File: src/rtl/x_bus_caster_pkg.sv
// Shared X-bus definitions: column-tag width helper, tag type and default sizes.
// Used by both the X-bus transmitter and the per-column caster.
package x_bus_pkg;

    localparam int DATA_WIDTH_DEFAULT = 16;
    localparam int NUM_COL_DEFAULT    = 4;

    // A single-column bus still needs a 1-bit tag so vectors never collapse to zero width.
    function automatic int col_width(input int num_col);
        return (num_col > 1) ? $clog2(num_col) : 1;
    endfunction

    localparam int CW = col_width(NUM_COL_DEFAULT);

    typedef logic [CW-1:0] col_t;

endpackage

File: src/rtl/x_bus_caster_if.sv
// Bus/PE side signals of one caster. The master drives the bus and PE inputs;
// the caster (slave) drives the flow-control, operand and return-path outputs.
interface x_bus_caster_if
    import x_bus_pkg::*;
#(
    parameter int DATA_WIDTH = DATA_WIDTH_DEFAULT,
    parameter int NUM_COL    = NUM_COL_DEFAULT,
    localparam int COL_W     = col_width(NUM_COL)
);

    logic                  caster_en;
    logic [COL_W-1:0]      col;
    logic [DATA_WIDTH-1:0] data_b2c;
    logic                  pe_ready;

    logic [DATA_WIDTH-1:0] pe_data;
    logic                  pe_valid;
    logic                  pe_ack;

    logic [DATA_WIDTH-1:0] pe_result;
    logic                  pe_result_valid;
    logic [DATA_WIDTH-1:0] data_c2b;
    logic                  c2b_valid;

    modport master (
        output caster_en, col, data_b2c, pe_ack, pe_result, pe_result_valid,
        input  pe_ready, pe_data, pe_valid, data_c2b, c2b_valid
    );

    modport slave (
        input  caster_en, col, data_b2c, pe_ack, pe_result, pe_result_valid,
        output pe_ready, pe_data, pe_valid, data_c2b, c2b_valid
    );

endinterface

File: src/rtl/x_bus_caster_fifo.sv
// Small operand FIFO for the caster: head is read combinationally so a word
// written on one edge is presented to the PE in the very next cycle.
module caster_fifo #(
    parameter int  DATA_WIDTH = 16,
    parameter int  DEPTH      = 2,
    localparam int PTR_W      = $clog2(DEPTH),
    localparam int CNT_W      = PTR_W + 1
) (
    input  logic                  clk,
    input  logic                  rst_n,
    input  logic                  push,
    input  logic [DATA_WIDTH-1:0] push_data,
    input  logic                  pop,
    output logic [DATA_WIDTH-1:0] head_data,
    output logic [CNT_W-1:0]      count
);

    logic [PTR_W-1:0]      wr_ptr_reg, wr_ptr_next;
    logic [PTR_W-1:0]      rd_ptr_reg, rd_ptr_next;
    logic [CNT_W-1:0]      count_reg, count_next;
    logic [DATA_WIDTH-1:0] mem_reg [DEPTH];

    logic full, empty, push_ok, pop_ok;

    assign full    = (count_reg == CNT_W'(DEPTH));
    assign empty   = (count_reg == '0);
    assign push_ok = push && !full;
    assign pop_ok  = pop && !empty;

    // Pointers wrap for free because DEPTH is a power of two.
    always_comb begin
        wr_ptr_next = wr_ptr_reg;
        rd_ptr_next = rd_ptr_reg;
        count_next  = count_reg;
        if (push_ok) wr_ptr_next = wr_ptr_reg + 1'b1;
        if (pop_ok)  rd_ptr_next = rd_ptr_reg + 1'b1;
        case ({push_ok, pop_ok})
            2'b10:   count_next = count_reg + 1'b1;
            2'b01:   count_next = count_reg - 1'b1;
            default: count_next = count_reg;
        endcase
    end

    always_ff @(posedge clk or negedge rst_n) begin
        if (!rst_n) begin
            wr_ptr_reg <= '0;
            rd_ptr_reg <= '0;
            count_reg  <= '0;
        end else begin
            wr_ptr_reg <= wr_ptr_next;
            rd_ptr_reg <= rd_ptr_next;
            count_reg  <= count_next;
        end
    end

    // Storage needs no reset: the count alone decides what is valid.
    always_ff @(posedge clk) begin
        if (push_ok) mem_reg[wr_ptr_reg] <= push_data;
    end

    assign head_data = mem_reg[rd_ptr_reg];
    assign count     = count_reg;

endmodule

File: src/rtl/x_bus_caster.sv
// Column receiver on the X bus: tag match, operand buffering toward the PE,
// sticky overflow on dropped words, and a one-cycle registered result return.
module x_bus_caster
    import x_bus_pkg::*;
#(
    parameter int  DATA_WIDTH = DATA_WIDTH_DEFAULT,
    parameter int  NUM_COL    = NUM_COL_DEFAULT,
    parameter int  DEPTH      = 2,
    localparam int COL_W      = col_width(NUM_COL),
    localparam int CNT_W      = $clog2(DEPTH) + 1
) (
    input  logic             clk,
    input  logic             rst_n,
    input  logic             cfg_id_we,
    input  logic [COL_W-1:0] cfg_id,
    output logic             overflow,
    x_bus_caster_if.slave    bus
);

    if (DEPTH < 2 || (DEPTH & (DEPTH - 1)) != 0) begin : g_bad_depth
        $error("x_bus_caster: DEPTH must be a power of two and at least 2");
    end

    logic [COL_W-1:0]      id_reg, id_next;
    logic                  overflow_reg, overflow_next;
    logic [DATA_WIDTH-1:0] data_c2b_reg, data_c2b_next;
    logic                  c2b_valid_reg, c2b_valid_next;

    logic [DATA_WIDTH-1:0] head_data;
    logic [CNT_W-1:0]      count;
    logic                  full, empty, hit, push, pop;

    assign full  = (count == CNT_W'(DEPTH));
    assign empty = (count == '0);

    // Match uses the ID already held; a same-cycle write only applies next cycle.
    assign hit  = bus.caster_en && (bus.col == id_reg);
    assign push = hit && !full;
    assign pop  = !empty && bus.pe_ack;

    caster_fifo #(
        .DATA_WIDTH (DATA_WIDTH),
        .DEPTH      (DEPTH)
    ) u_fifo (
        .clk       (clk),
        .rst_n     (rst_n),
        .push      (push),
        .push_data (bus.data_b2c),
        .pop       (pop),
        .head_data (head_data),
        .count     (count)
    );

    always_comb begin
        id_next        = id_reg;
        overflow_next  = overflow_reg;
        data_c2b_next  = data_c2b_reg;
        c2b_valid_next = bus.pe_result_valid;
        if (cfg_id_we) id_next = cfg_id;
        // Reprogramming acknowledges the overflow, even against a drop in the same cycle.
        if (cfg_id_we)
            overflow_next = 1'b0;
        else if (hit && full)
            overflow_next = 1'b1;
        if (bus.pe_result_valid) data_c2b_next = bus.pe_result;
    end

    always_ff @(posedge clk or negedge rst_n) begin
        if (!rst_n) begin
            id_reg        <= '0;
            overflow_reg  <= 1'b0;
            data_c2b_reg  <= '0;
            c2b_valid_reg <= 1'b0;
        end else begin
            id_reg        <= id_next;
            overflow_reg  <= overflow_next;
            data_c2b_reg  <= data_c2b_next;
            c2b_valid_reg <= c2b_valid_next;
        end
    end

    assign bus.pe_ready  = !full;
    assign bus.pe_valid  = !empty;
    assign bus.pe_data   = head_data;
    assign bus.data_c2b  = data_c2b_reg;
    assign bus.c2b_valid = c2b_valid_reg;
    assign overflow      = overflow_reg;

endmodule

File: src/flat_wrapper.sv
// flat-port wrapper written by rule: the top's interface ports become plain ports
module x_bus_caster_flat import x_bus_pkg::*;
#(
    parameter int  DATA_WIDTH = DATA_WIDTH_DEFAULT,
    parameter int  NUM_COL    = NUM_COL_DEFAULT,
    parameter int  DEPTH      = 2,
    localparam int COL_W      = col_width(NUM_COL),
    localparam int CNT_W      = $clog2(DEPTH) + 1
)
  (clk, rst_n, cfg_id_we, cfg_id, overflow, bus_caster_en, bus_col, bus_data_b2c, bus_pe_ack, bus_pe_result, bus_pe_result_valid, bus_pe_ready, bus_pe_data, bus_pe_valid, bus_data_c2b, bus_c2b_valid);
  x_bus_caster_if #(.DATA_WIDTH(DATA_WIDTH), .NUM_COL(NUM_COL)) bus_i ();
  input  logic clk;
  input  logic rst_n;
  input  logic cfg_id_we;
  input  logic [COL_W-1:0] cfg_id;
  output logic overflow;
  input wire logic [$bits(bus_i.caster_en)-1:0] bus_caster_en;
  input wire logic [$bits(bus_i.col)-1:0] bus_col;
  input wire logic [$bits(bus_i.data_b2c)-1:0] bus_data_b2c;
  input wire logic [$bits(bus_i.pe_ack)-1:0] bus_pe_ack;
  input wire logic [$bits(bus_i.pe_result)-1:0] bus_pe_result;
  input wire logic [$bits(bus_i.pe_result_valid)-1:0] bus_pe_result_valid;
  output wire logic [$bits(bus_i.pe_ready)-1:0] bus_pe_ready;
  output wire logic [$bits(bus_i.pe_data)-1:0] bus_pe_data;
  output wire logic [$bits(bus_i.pe_valid)-1:0] bus_pe_valid;
  output wire logic [$bits(bus_i.data_c2b)-1:0] bus_data_c2b;
  output wire logic [$bits(bus_i.c2b_valid)-1:0] bus_c2b_valid;
  assign bus_i.caster_en = bus_caster_en;
  assign bus_i.col = bus_col;
  assign bus_i.data_b2c = bus_data_b2c;
  assign bus_i.pe_ack = bus_pe_ack;
  assign bus_i.pe_result = bus_pe_result;
  assign bus_i.pe_result_valid = bus_pe_result_valid;
  assign bus_pe_ready = bus_i.pe_ready;
  assign bus_pe_data = bus_i.pe_data;
  assign bus_pe_valid = bus_i.pe_valid;
  assign bus_data_c2b = bus_i.data_c2b;
  assign bus_c2b_valid = bus_i.c2b_valid;
  x_bus_caster #(.DATA_WIDTH(DATA_WIDTH), .NUM_COL(NUM_COL), .DEPTH(DEPTH)) u_core (.clk(clk), .rst_n(rst_n), .cfg_id_we(cfg_id_we), .cfg_id(cfg_id), .overflow(overflow), .bus(bus_i));
endmodule
File: config.mk
export PLATFORM = sky130hd
export DESIGN_NAME = x_bus_caster_flat
export DESIGN_NICKNAME = d
export VERILOG_FILES = /design/src/rtl/x_bus_caster_pkg.sv /design/src/rtl/x_bus_caster_if.sv /design/src/rtl/x_bus_caster_fifo.sv /design/src/rtl/x_bus_caster.sv /design/src/flat_wrapper.sv
export SDC_FILE = /design/constraint.sdc
export NUM_CORES = 1
export LEC_CHECK = 0
export ABC_AREA = 1
export CORE_AREA = 2 2 71 73
export CTS_CLUSTER_DIAMETER = 50
export DETAILED_ROUTE_END_ITERATION = 12
export DIE_AREA = 0 0 73 75
export PLACE_DENSITY = 0.9
export SYNTH_ARGS = -nofsm -noshare
export SYNTH_HDL_FRONTEND = slang
export SYNTH_SLANG_ARGS = --single-unit
File: constraint.sdc
create_clock -name clk -period 5.1 [get_ports clk]
set_clock_uncertainty 0.2 [all_clocks]
set_input_delay 1.53 -clock clk [delete_from_list [all_inputs] [get_ports clk]]
set_output_delay 1.53 -clock clk [all_outputs]
set_load 0.1 [all_outputs]
==> metrics.md, run 1 <==
| Metric | Value |
|---|---|
| Status | `finished clean` |
| DR vias/cell | `4.58` |
| Tmin final | `between 3 and 4 ns` |
| Final HPWL DP | `2.94 mm` |
| Syn avg cell area | `13.8 sq um` |
| Hold crit path type | `reg2reg` |
| Synth warn | `0` |
| FP Rows | `25` |
| PortBufs | `between 70 and 80` |
| Maximum clock frequency | `260 MHz` |
| RSZ-0062 raised after global routing | `no` |
| Max reg flops | `32` |
| Remaining antenna violation count after routing | `0` |
| Grt total ovfl | `0` |
| CTS tree | `built` |
| Routability cong. | `slightly below 0.8` |
| Largest buffer count on any clock path | `2` |
| Core ar. | `approximately 4700 sq um` |
| Worst Tran Pin Value | `1.04 ns` |
| P per Cell Area | `579 nW/um^2` |
| DRT Pass-1 Iters | `4` |
| DRC viols | `0` |
| Final Cycle Share | `around 75%` |
| Die Y | `75 um` |
| I/O pins | `between 70 and 80` |
| Filler Cell Count | `331` |
| Iter 0 DRT Violations | `75` |
| Reg clk slew, reported paths | `~0.1 ns` |
| First-pass GRT wire length | `~6.3 mm` |
| Setup crit end kind | `primary output` |
| Initial core utilization | `a little under half` |
| Arrival @ worst endpoint | `between 2 and 2.5 ns` |
| Cells after synthesis | `around 160` |
| Rel. slew slack | `between 30% and 40%` |
| Startpoint Class | `register` |
| GRT Total Usage | `15.6%` |
| Pleak | `0.00130 uW` |
| Largest net degree at the start of global routing | `25` |
| Mapped Area | `2180 sq um` |
| Clock buffer count from CTS | `5` |
| Final setup vio count | `0` |
| DR WL/cell | `~13 um` |
| H-tree depth | `2` |
| Worst-Skew Late Latency | `about 0.3 ns` |
| Vias in the first global route | `1495` |
| Critical Path RT | `about 3.4 ns` |
| Post-synthesis sequential area ratio | `between 70% and 80%` |
| Setup TNS | `0 ns` |
| Die Area | `about 5500 sq um` |
| Setup Fix Bufs, Post-CTS | `0` |
| Critical path type | `reg2out` |
| Netlist cell types | `20` |
| # hold bufs at CTS | `0` |
| CTS resizes | `0` |
| Design Area, Final | `just over 3000 sq um` |
| Routed Wire Length | `about 3.9 mm` |
| Area growth from synthesis to layout | `40.0%` |
| Initial antenna violation count | `0` |
| Share of post-route cells with drive strength above 1 | `18.4%` |
| Placed cell area | `a little under 3000 sq um` |
| Count of pins over their slew limit | `0` |
| Net count, final | `~280` |
| Die X-Extent | `between 70 and 80 um` |
| Final Hold Vio Count | `0` |
| Syn_nets | `about 200` |
| Worst vdd ir | `248 uV` |
| Antenna diodes | `0` |
| CTS root buf | `clkbuf_8` |
| Register bit total from synthesis | `56` |
| Vias | `about 1300` |
| Worst-path fanout max | `3` |
| Clk sinks | `56` |
| Max-cap viol count | `0` |
[where the power goes]
part / internal [uW] / total [uW] / switching, uW
Sequential: 535 / 576 / 41.0
Combinational: 197 / 907 / 711
Clock: 148 / 285 / 137
[area by class of cell]
type | instances | area [sq um] | share of cell area (%)
Inverter | 9 | 33.8 | 1.11
Clock inverter | 3 | 47.5 | 1.56
Tap cell | 54 | 67.6 | 2.21
Multi-Input combinational cell | 88 | 539 | 17.6
Sequential cell | 56 | 1560 | 51.1
Timing Repair Buffer | 78 | 738 | 24.2
Clock buffer | 5 | 68.8 | 2.25
[per-layer routing]
layer | share of wire (%) | up-vias | GRT usage, % | wire (um)
met4 | 2.0 | 0 | 6.79 | 76
met2 | 50 | 57 | 26.9 | 1930
met5 | 0 | - | 0 | 0
met1 | 38 | 597 | 16.0 | 1470
li1 | - | 679 | - | -
met3 | 10 | 8 | 7.76 | 405
[path summary, 6_finish.rpt]
check                                                startpoint                               endpoint  slack [ns]  depth (start not counted)
max in group asynchronous                                 rst_n   u_core.u_fifo.wr_ptr_reg$_DFFE_PN0P_        2.49                          1
setup reg to reg                   u_core.id_reg[1]$_DFFE_PN0P_  u_core.u_fifo.mem_reg[0][6]$_DFFE_PP_        3.18                          3
hold reg to reg            u_core.u_fifo.wr_ptr_reg$_DFFE_PN0P_   u_core.u_fifo.wr_ptr_reg$_DFFE_PN0P_        0.31                          2
setup / recovery             u_core.u_fifo.count[1]$_DFFE_PN0P_                           bus_pe_ready        1.26                          4
hold / removal             u_core.u_fifo.wr_ptr_reg$_DFFE_PN0P_   u_core.u_fifo.wr_ptr_reg$_DFFE_PN0P_        0.31                          2
min in group asynchronous                                 rst_n     u_core.u_fifo.count[1]$_DFFE_PN0P_        1.58                          1
[synth_stat cells (all sizes together)]
| cell type | count | share of area [%] |
|---|---|---|
| nand3 | 2 | 0.69 |
| nor2 | 4 | 0.69 |
| buf | 5 | 2.2 |
| edfxtp | 32 | 44 |
| xnor2 | 2 | 0.80 |
| dfrtp | 24 | 28 |
| mux2 | 17 | 10 |
| a21oi | 2 | 0.46 |
| nand2 | 55 | 9.5 |
| o21ai | 2 | 0.46 |
| inv | 9 | 1.5 |
| xor2 | 2 | 0.80 |
| ha | 1 | 0.57 |
| nand4 | 1 | 0.29 |
[cells by family (layout without fill, tap and decap cells)]
group	after synthesis	count (layout)	synth area share, %
AO/OA/AOI/OAI	4	4	0.917
XOR/XNOR	4	4	1.60
adder cells (fa/ha/maj)	1	1	0.573
buffers and inverters	14	95	3.78
flip-flops	56	56	71.5
multiplexers	17	17	10.5
AND/OR/NAND/NOR	62	62	11.1
[through the flow]
stage	utilization, %	hold slack (ns)	total power [uW]	worst slack [ns]	instances
after floorplan	-	0.242	1310	1.89	158
after global placement	63.1	0.262	1490	1.64	285
after detailed placement	63.1	0.293	1500	1.61	285
after CTS	65.6	0.317	1780	1.25	293
after global routing	65.6	0.326	1850	1.17	293
final	65.6	0.305	1770	1.26	293
[cell usage in the layout (no fill, tap or decap)]
master / Yosys / routed
dfrtp_1: 24 / 24
nand2_1: 55 / 55
xor2_1: 2 / 2
clkinv_4: 0 / 2
inv_2: 1 / 1
nand4_1: 1 / 1
clkbuf_8: 0 / 5
nand3_1: 1 / 1
edfxtp_1: 32 / 32
mux2_4: 10 / 10
ha_1: 1 / 1
xnor2_1: 2 / 2
o21ai_0: 2 / 2
a21oi_1: 2 / 2
nand3_2: 1 / 1
clkdlybuf4s50_1: 0 / 61
inv_1: 8 / 8
nor2_1: 4 / 4
mux2_2: 7 / 7
buf_4: 1 / 17
bufinv_16: 0 / 1
[critical path: stages (launching register included)]
cell and delay, ns:
dfrtp_1 0.38, inv_1 0.10, nor2_1 0.07, inv_1 0.11, clkdlybuf4s50_1 1.14
No activity file was read; power rests on OpenSTA's default activity.
==> run 2, diff against run 1 <==
- CORE_AREA: 2 2 71 73 -> 2 2 77 79
- DIE_AREA: 0 0 73 75 -> 0 0 79 81
- PLACE_DENSITY: 0.9 -> 0.81
- clock period: 5.1 -> 3.14 ns (I/O delays scaled with it)
==> metrics.md, run 2 (synthesized netlist as in run 1, its figures left out) <==
| Metric | Value |
|---|---|
| DR vias/cell | `4.52 (was 4.58)` |
| Largest net degree at the start of global routing | `25 (unchanged)` |
| Area growth from synthesis to layout | `48.3% (was 40.0%)` |
| FF/Latch Area | `1560 sq um (unchanged)` |
| Reg2reg start | `u_core.id_reg[1]$_DFFE_PN0P_ (unchanged)` |
| Count of pins over their slew limit | `0 (unchanged)` |
| Tmin final | `2.67 ns` |
| Pleak | `0.00140 uW (was 0.00130 uW)` |
| Hold Crit Start | `u_core.u_fifo.wr_ptr_reg$_DFFE_PN0P_ (unchanged)` |
| Worst-path fanout max | `17 (was 3)` |
| First-pass GRT wire length | `6.52 mm (was 6.33 mm)` |
| Final Cycle Share | `85.2%` |
| Iter 0 DRT Violations | `70 (was 75)` |
| Final HPWL DP | `2.99 mm (was 2.94 mm)` |
| Final Non-Filler Cells | `318 (was 293)` |
| Combinational share of power | `57.8% (was 51.3%)` |
| H-tree depth | `2 (unchanged)` |
| PortBufs | `77 (unchanged)` |
| Max-cap viol count | `0 (unchanged)` |
| Maximum clock frequency | `374 MHz` |
| Switching part of the total | `49.1% (was 50.3%)` |
| Arrival @ worst endpoint | `1.53 ns (was 2.11 ns)` |
| Max reg flops | `32 (unchanged)` |
| Final Hold Vio Count | `0 (unchanged)` |
| Setup Fix Bufs, Post-CTS | `0 (unchanged)` |
| FP Rows | `28 (was 25)` |
| Critical Path RT | `2.00 ns (was 3.37 ns)` |
| Final worst-path setup slack | `0.466 ns (was 1.26 ns)` |
| Slowest cell on crit path | `dfrtp_1 (was clkdlybuf4s50_1)` |
| Vias | `1436 (was 1341)` |
| Critical path type | `reg2out (unchanged)` |
| Top sig layer | `met4 (unchanged)` |
| Sequential share of power | `29.5% (was 32.6%)` |
| P per Cell Area | `951 nW/um^2 (was 579 nW/um^2)` |
| Worst hold margin | `0.301 ns (was 0.305 ns)` |
| Vias in the first global route | `1359 (was 1495)` |
| Met3 WL | `229 um (was 405 um)` |
| Initial antenna violation count | `0 (unchanged)` |
| Die X-Extent | `79 um (was 73 um)` |
| CTS root buf | `clkbuf_8 (unchanged)` |
| Critical Path Start | `u_core.u_fifo.rd_ptr_reg$_DFFE_PN0P_ (was u_core.u_fifo.count[1]$_DFFE_PN0P_)` |
| Clock buffer count from CTS | `5 (unchanged)` |
| Internal | `1570 uW (was 880 uW)` |
| CP cell instances | `buf_4 > inv_2 > nand2_1 > nand2_1 > buf_12 (was inv_1 > nor2_1 > inv_1 > clkdlybuf4s50_1)` |
| Startpoint Class | `register (unchanged)` |
| Top cell by count, worst path | `nand2_1 (was inv_1)` |
| Crit path max-delay family | `buffers and inverters (unchanged)` |
| Grt total ovfl | `0 (unchanged)` |
| Die Y | `81 um (was 75 um)` |
| Setup TNS | `0 ns (unchanged)` |
| Share of power burned in the clock network | `12.7% (was 16.1%)` |
| Status | `finished clean (unchanged)` |
| NetSw | `1510 uW (was 889 uW)` |
| Worst Tran Pin Value | `0.307 ns (was 1.04 ns)` |
| Filler Cell Count | `483 (was 331)` |
| GRT Total Usage | `13.4% (was 15.6%)` |
| Clk sinks | `56 (unchanged)` |
| Hold crit path type | `reg2reg (unchanged)` |
| Core Util, Final | `57.1% (was 65.6%)` |
| Pre-CTS WS | `0.294 ns (was 1.61 ns)` |
| I/O pins | `78 (unchanged)` |
| Setup crit end kind | `primary output (unchanged)` |
| Met2 routed WL | `2.13 mm (was 1.93 mm)` |
| Core ar. | `5680 sq um (was 4660 sq um)` |
| Most common cell after layout, fill and taps aside | `nand2_1 (was clkdlybuf4s50_1)` |
| Bufs and invs on worst path | `3 (unchanged)` |
| DRC viols | `0 (unchanged)` |
| CTS tree | `built (unchanged)` |
| Worst vdd ir | `452 uV (was 248 uV)` |
| Routability cong. | `0.788 (was 0.790)` |
| Final setup vio count | `0 (unchanged)` |
| Placed cells | `310 (was 285)` |
| Worst-Skew Late Latency | `0.30 ns (about the same)` |
| Max incr delay on CP | `0.37 ns (was 1.14 ns)` |
| Most frequent cells in the layout | `nand2_1, clkdlybuf4s50_1, edfxtp_1 (was clkdlybuf4s50_1, nand2_1, edfxtp_1)` |
| DR WL/cell | `12.6 um (was 13.3 um)` |
| Rel. slew slack | `79.4% (was 30.6%)` |
| DRT Pass-1 Iters | `4 (unchanged)` |
| Largest buffer count on any clock path | `2 (unchanged)` |
| CTS resizes | `0 (unchanged)` |
| Net count, final | `285 (was 281)` |
| Initial core utilization | `38.5% (was 46.8%)` |
| M1 WL | `1.58 mm (was 1.47 mm)` |
| Routed Wire Length | `4.01 mm (was 3.89 mm)` |
| Die Area | `6400 sq um (was 5480 sq um)` |
| Remaining antenna violation count after routing | `0 (unchanged)` |
| Antenna diodes | `0 (unchanged)` |
| Share of post-route cells with drive strength above 1 | `28.0% (was 18.4%)` |
| Reg clk slew, reported paths | `0.10 ns (about the same)` |
| Multi-input gate area | `539 sq um (unchanged)` |
| # hold bufs at CTS | `0 (unchanged)` |
| RSZ-0062 raised after global routing | `no (unchanged)` |
## run 2: layout make-up
class,instances,area share (%)
Sequential cell,56,48.2
Timing Repair Buffer,82,28.4
Inverter,9,1.04
Multi-Input combinational cell,88,16.7
Clock inverter,3,0.696
Tap cell,75,2.90
Clock buffer,5,2.13
## run 2: worst min-delay path, delay by kind of cell (launching register included)
kind	cells	cell delay [ns]
and+or+nand+nor	2	0.11
DFF	1	0.37
## run 2: through the flow
step	power (uW)	area, sq um
detailed placement	2720	3150
floorplan	2120	2180
finish	3080	3240
global route	3210	3240
global placement	2690	3150
CTS	3110	3240
## run 2: path summary, 6_finish.rpt
kind | to | slack, ns | depth (start not counted)
worst max-delay path | bus_pe_data[13] | 0.47 | 5
worst min-delay path | u_core.u_fifo.wr_ptr_reg$_DFFE_PN0P_ | 0.30 | 2
worst max register to register | u_core.u_fifo.count[1]$_DFFE_PN0P_ | 1.28 | 6
worst min register to register | u_core.u_fifo.wr_ptr_reg$_DFFE_PN0P_ | 0.30 | 2
max in group asynchronous | u_core.bus.data_c2b[5]$_DFFE_PN0P_ | 1.72 | 2
min in group asynchronous | u_core.u_fifo.wr_ptr_reg$_DFFE_PN0P_ | 0.79 | 2
## run 2: power by group through the flow
| stage | Sequential [uW] | Clock, uW | Combinational [uW] |
|---|---|---|---|
| after detailed placement | 922 | 0 | 1790 |
| final | 907 | 392 | 1780 |
| after global placement | 919 | 0 | 1770 |
| after CTS | 907 | 405 | 1800 |
| after floorplan | 1080 | 0 | 1040 |
| after global routing | 918 | 436 | 1860 |
## run 2: routing by layer
layer	global-route usage [%]	vias to the layer above
met1	16.2	688
met3	3.78	7
met5	0	-
met4	4.48	0
li1	-	689
met2	23.4	52
==> RTL change 1: new RTL, flow settings as in run 2 <==
Take the reset off `id_reg` and `data_c2b_reg` and load them in a clocked block of their own.
--- a/src/rtl/x_bus_caster.sv
+++ b/src/rtl/x_bus_caster.sv
@@ -67,16 +67,17 @@
 
     always_ff @(posedge clk or negedge rst_n) begin
         if (!rst_n) begin
-            id_reg        <= '0;
             overflow_reg  <= 1'b0;
-            data_c2b_reg  <= '0;
             c2b_valid_reg <= 1'b0;
         end else begin
-            id_reg        <= id_next;
             overflow_reg  <= overflow_next;
-            data_c2b_reg  <= data_c2b_next;
             c2b_valid_reg <= c2b_valid_next;
         end
+    end
+
+    always_ff @(posedge clk) begin
+        id_reg       <= id_next;
+        data_c2b_reg <= data_c2b_next;
     end
 
     assign bus.pe_ready  = !full;
Behaviour: not the same (Yosys sat finds a counterexample within 4 cycles, from zero or initial values and one cycle with rst_n low).
==> RTL change 1 against run 2 <==
Hold slack worse by 22 ps; utilization decreased by 2.6 points; via count decreased by 12%; cell count fell by 6.9%; power is 2.4% lower; final area is 4.5% lower; routed wire length fell by 7.2%; sequential cell count unchanged; global-route usage is 1.6 points lower; critical path depth shrank 1; count of clock-buffer cells in the layout is 1 higher; synthesized area down 6.7%; worst setup slack got worse by 89 ps; largest power group unchanged.
==> RTL change 1: results (changes against run 2) <==
| Metric | Reported | Delta |
|---|---|---|
| Result of the run | completed |  |
| Most area-consuming cells after synthesis | sky130_fd_sc_hd__edfxtp_1 74%, sky130_fd_sc_hd__nand2_1 9.6%, sky130_fd_sc_hd__dfrtp_1 7.4%, sky130_fd_sc_hd__inv_1 1.3%, sky130_fd_sc_hd__xor2_1 0.86% |  |
| Layout clock buffer count | 6 | +1 |
| Async set-or-reset flop fraction in the synthesized netlist | 10.7% | -32 points |
| Share of synthesized area occupied by flip-flops and latches | 81.1% | +9.6 points |
| Cell family contributing the most delay on the critical path | flip-flops |  |
| Data arrival time at the worst-slack endpoint | 1620 ps | +90 ps |
| Leakage power figure | 0.00125 µW | -11% |
| Global-route wire length before repair | 5.60 mm | -14% |
| Post-detailed-route wirelength per cell | 12.6 µm | -0.31% |
| Routed metal-1 wire length | 1.34 mm | -15% |
| Iteration-0 DRC count of the detailed router | 89 | +27% |
| Count of flip-flops with a built-in enable after synthesis | 50 | +56% |
| Fill count | 484 | +0.21% |
| Number of nets at the end of the flow | 263 | -7.7% |
| Met1 track demand over resource | 10.8% | -5.3 points |
| Total routing usage reported by global routing | 11.8% | -1.6 points |
| Post-Place Cell Area | 3000 µm² | -4.7% |
| Wire length on met3 | 412 µm | +80% |
| Combinational cell power | 1660 µW | -7% |
| Fraction of standard cell area that is sequential | 53.4% | +5.2 points |
| Maximum number of pins on one net before global-route repair | 18 | -28% |
| Final weighted congestion in routability-driven placement | 0.700 | -11% |
| Vias in the first global route | 1263 | -7.1% |
| Post-DRT Antenna Nets | 0 | unchanged |
| HPWL reported at the end of detailed placement | 2.82 mm | -6.0% |
| Met2 track utilization from global routing | 21.7% | -1.7 points |
| Detailed route wirelength on metal2 | 1.93 mm | -9.1% |
| Met3 global-route usage | 6.78% | +3.0 points |
| Relative max-transition margin | 54.5% | -25 points |
| Per-cell via count in the routed design | 4.25 | -5.9% |
| Worst setup slack before clock tree synthesis | 411 ps | +117 ps |
| Non-clock buffer count | 79 | -3.7% |
| Synthesized netlist net count | 180 | -10% |
| Area added between synthesis and finish | 51.8% |  |
| Worst path max stage delay | 730 ps | +360 ps |
| P per Cell Area | 972 nW/µm² | +2.2% |
| Total net switching power | 1430 µW | -5.3% |
| #MultiIn Comb | 69 | -22% |
| Unique masters post-synth | 21 | +5.0% |
| Cell Count Post-Placement | 288 | -7.1% |
| Clock distribution power | 382 µW | -3% |
| Non-clock buffers, area share | 29.0% | +0.60 points |
| Worst vdd rail ir drop | 0.626 mV | +39% |
| Number of instances in the synthesized netlist | 137 | -13% |
| Clock network area share | 2.99% | +0.17 points |
[RTL change 1: kinds of logic after synthesis]
kind of cell	Yosys count	share of synthesized area (%)
DFF	56	81.1
and+or+nand+nor	61	12.2
adders and majority gates	1	0.614
buffers and inverters	12	3.07
xor gates and xnor gates	4	2.09
AOI/OAI and AO/OA	3	0.921
[RTL change 1: path summary, 6_finish.rpt]
kind | start | endpoint | slack (ps) | cells past startpoint
max | u_core.u_fifo.rd_ptr_reg | bus_pe_data[9] | 380 | 4
min | u_core.u_fifo.wr_ptr_reg | u_core.u_fifo.wr_ptr_reg | 280 | 2
max reg2reg | u_core.id_reg[1] | u_core.u_fifo.count[1] | 1370 | 6
min reg2reg | u_core.u_fifo.wr_ptr_reg | u_core.u_fifo.wr_ptr_reg | 280 | 2
max in group asynchronous | rst_n | u_core.bus.c2b_valid | 1840 | 1
min in group asynchronous | rst_n | u_core.u_fifo.count[0] | 680 | 1
==> RTL change 2: new RTL, config.mk and constraints of run 2 <==
Made on the original files. `DEPTH` is set to 2 in 3 places; all go to 4.
--- a/src/rtl/x_bus_caster_fifo.sv
+++ b/src/rtl/x_bus_caster_fifo.sv
@@ -2,7 +2,7 @@
 // written on one edge is presented to the PE in the very next cycle.
 module caster_fifo #(
     parameter int  DATA_WIDTH = 16,
-    parameter int  DEPTH      = 2,
+    parameter int  DEPTH      = 4,
     localparam int PTR_W      = $clog2(DEPTH),
     localparam int CNT_W      = PTR_W + 1
 ) (
--- a/src/rtl/x_bus_caster.sv
+++ b/src/rtl/x_bus_caster.sv
@@ -5,7 +5,7 @@
 #(
     parameter int  DATA_WIDTH = DATA_WIDTH_DEFAULT,
     parameter int  NUM_COL    = NUM_COL_DEFAULT,
-    parameter int  DEPTH      = 2,
+    parameter int  DEPTH      = 4,
     localparam int COL_W      = col_width(NUM_COL),
     localparam int CNT_W      = $clog2(DEPTH) + 1
 ) (
--- a/src/flat_wrapper.sv
+++ b/src/flat_wrapper.sv
@@ -3,7 +3,7 @@
 #(
     parameter int  DATA_WIDTH = DATA_WIDTH_DEFAULT,
     parameter int  NUM_COL    = NUM_COL_DEFAULT,
-    parameter int  DEPTH      = 2,
+    parameter int  DEPTH      = 4,
     localparam int COL_W      = col_width(NUM_COL),
     localparam int CNT_W      = $clog2(DEPTH) + 1
 )
Behaviour: not the same (Yosys sat finds a counterexample within 4 cycles, from zero or initial values and one cycle with rst_n low).
==> RTL change 2 against run 2 <==
Final area up 50%; power increased by 74%; critical endpoint is now bus_pe_data[11]; worst setup slack worse by 260 ps; register-to-register slack got worse by 460 ps; fmax shrank 9.0%; non-clock buffer count grew 5; largest cell class unchanged; synthesized area increased by 62%; routed wire length is 80% higher; cell count is 32% higher; sequential cell count rose by 35.
==> RTL change 2: results (changes against run 2) <==
| Metric | Reported | Delta |
|---|---|---|
| Result of the run | completed |  |
| FF-to-FF End | u_core.u_fifo.count[2] |  |
| Final core occ | 85.7% | +29 points |
| Relative max-transition margin | 60.0% | -19 points |
| Worst setup slack before clock tree synthesis | 108 ps | -186 ps |
| Post-Synth Adder-Cell Area | 2.33% | +1.8 points |
| Synthesized netlist net count | 301 | +50% |
| Final critical-path setup slack | 202 ps | -265 ps |
| Number of port buffers | 77 | unchanged |
| Async set-or-reset flop fraction in the synthesized netlist | 29.7% | -13 points |
| Synth cell count leaders | 64 x sky130_fd_sc_hd__edfxtp_1, 39 x sky130_fd_sc_hd__nor2_1, 27 x sky130_fd_sc_hd__dfrtp_1 |  |
| Number of nets at the end of the flow | 389 | +36% |
| Reg-to-Reg Start | u_core.u_fifo.count[0] |  |
| Post-detailed-route wirelength per cell | 17.1 µm | +36% |
| Iteration-0 DRC count of the detailed router | 259 | +270% |
| Global-route wire length before repair | 11.0 mm | +69% |
| Unique masters post-synth | 21 | +5.0% |
| Worst-skew pair later-pin latency | 350 ps | +50 ps |
| CP Max Fanout | 33 | +16 |
| Share of synthesized area occupied by flip-flops and latches | 73.4% | +1.9 points |
| HPWL reported at the end of detailed placement | 4.42 mm | +47% |
| Number of H-tree branching levels | 3 | +1 |
| Worst vdd rail ir drop | 0.747 mV | +65% |
| Maximum number of pins on one net before global-route repair | 34 | +36% |
| Via total after detailed routing | 2312 | +61% |
| Number of instances in the synthesized netlist | 253 | +60% |
| Crit path from | u_core.u_fifo.rd_ptr_reg[0] |  |
| Share of the synthesized area in compound gates (AO/OA/AOI/OAI) | 8.06% | +7.1 points |
| Critical Path Sink | bus_pe_data[11] |  |
| Leakage power figure | 0.00188 µW | +34% |
| Cell Count Post-Placement | 405 | +31% |
| Max FFs per register | 64 | +100% |
| Most area-consuming cells after synthesis | sky130_fd_sc_hd__edfxtp_1 54%, sky130_fd_sc_hd__dfrtp_1 19%, sky130_fd_sc_hd__mux2_2 5.4%, sky130_fd_sc_hd__nor2_1 4.1%, sky130_fd_sc_hd__o21ai_0 3.0% |  |
| Final weighted congestion in routability-driven placement | 0.700 | -11% |
| Number of cells traversed by the worst register-to-register path | 9 | +3 |
| Mux contribution to synthesized area | 5.41% | -5.1 points |
| Combinational cell power | 3040 µW | +71% |
| Share of final-layout standard cells stronger than drive strength 1 | 28.0% | +0.051 points |
| Total routing usage reported by global routing | 23.5% | +10 points |
| Worst-case register-to-register setup slack | 820 ps | -460 ps |
| Number of CTS-inserted buffers | 9 | +4 |
| Power drawn by the sequential cells | 1480 µW | +63% |
| Count of flip-flops with a built-in enable after synthesis | 64 | +100% |
| Per-cell via count in the routed design | 5.49 | +22% |
| Switching Share | 47.1% | -1.9 points |
-- RTL change 2: layer usage --
metal	share of wire [%]	routed length, µm	track usage (%)
met5	0	0	0
met3	7.3	529	7.22
met2	50	3610	39.6
met1	41	2960	29.1
met4	1.6	116	8.97
-- RTL change 2: per-stage QoR --
step | hold WS (ps) | area (µm²) | power (µW)
floorplan | 246 | 3640 | 3540
global placement | 264 | 4640 | 4470
detailed placement | 298 | 4640 | 4520
CTS | 321 | 4860 | 5380
global route | 330 | 4860 | 5540
finish | 317 | 4860 | 5360
-- RTL change 2: area by class of cell --
cell class / instances / area [µm²]
Multi-Input combinational cell: 136 / 925
Fill cell: 298 / 813
Tap cell: 75 / 93.8
Clock inverter: 1 / 30.0
Inverter: 16 / 60.1
Timing Repair Buffer: 87 / 968
Sequential cell: 91 / 2600
Clock buffer: 15 / 188
-- RTL change 2: critical path, cell delays in order (launching register included) --
cell,delay (ps)
sky130_fd_sc_hd__dfrtp_1,390
sky130_fd_sc_hd__inv_2,450
sky130_fd_sc_hd__o21ai_0,200
sky130_fd_sc_hd__o22ai_2,200
sky130_fd_sc_hd__buf_12,210
-- RTL change 2: worst min path at each step --
stage                                        from                      end  slack (ps)  cells after the start
after global placement     u_core.u_fifo.count[0]   u_core.u_fifo.count[0]         260                      1
after CTS                 u_core.bus.data_c2b[12]  u_core.bus.data_c2b[12]         320                      1
after floorplan            u_core.u_fifo.count[0]   u_core.u_fifo.count[0]         250                      1
after global routing       u_core.bus.data_c2b[7]   u_core.bus.data_c2b[7]         330                      1
final                     u_core.bus.data_c2b[14]  u_core.bus.data_c2b[14]         320                      1
after detailed placement  u_core.bus.data_c2b[14]  u_core.bus.data_c2b[14]         300                      1
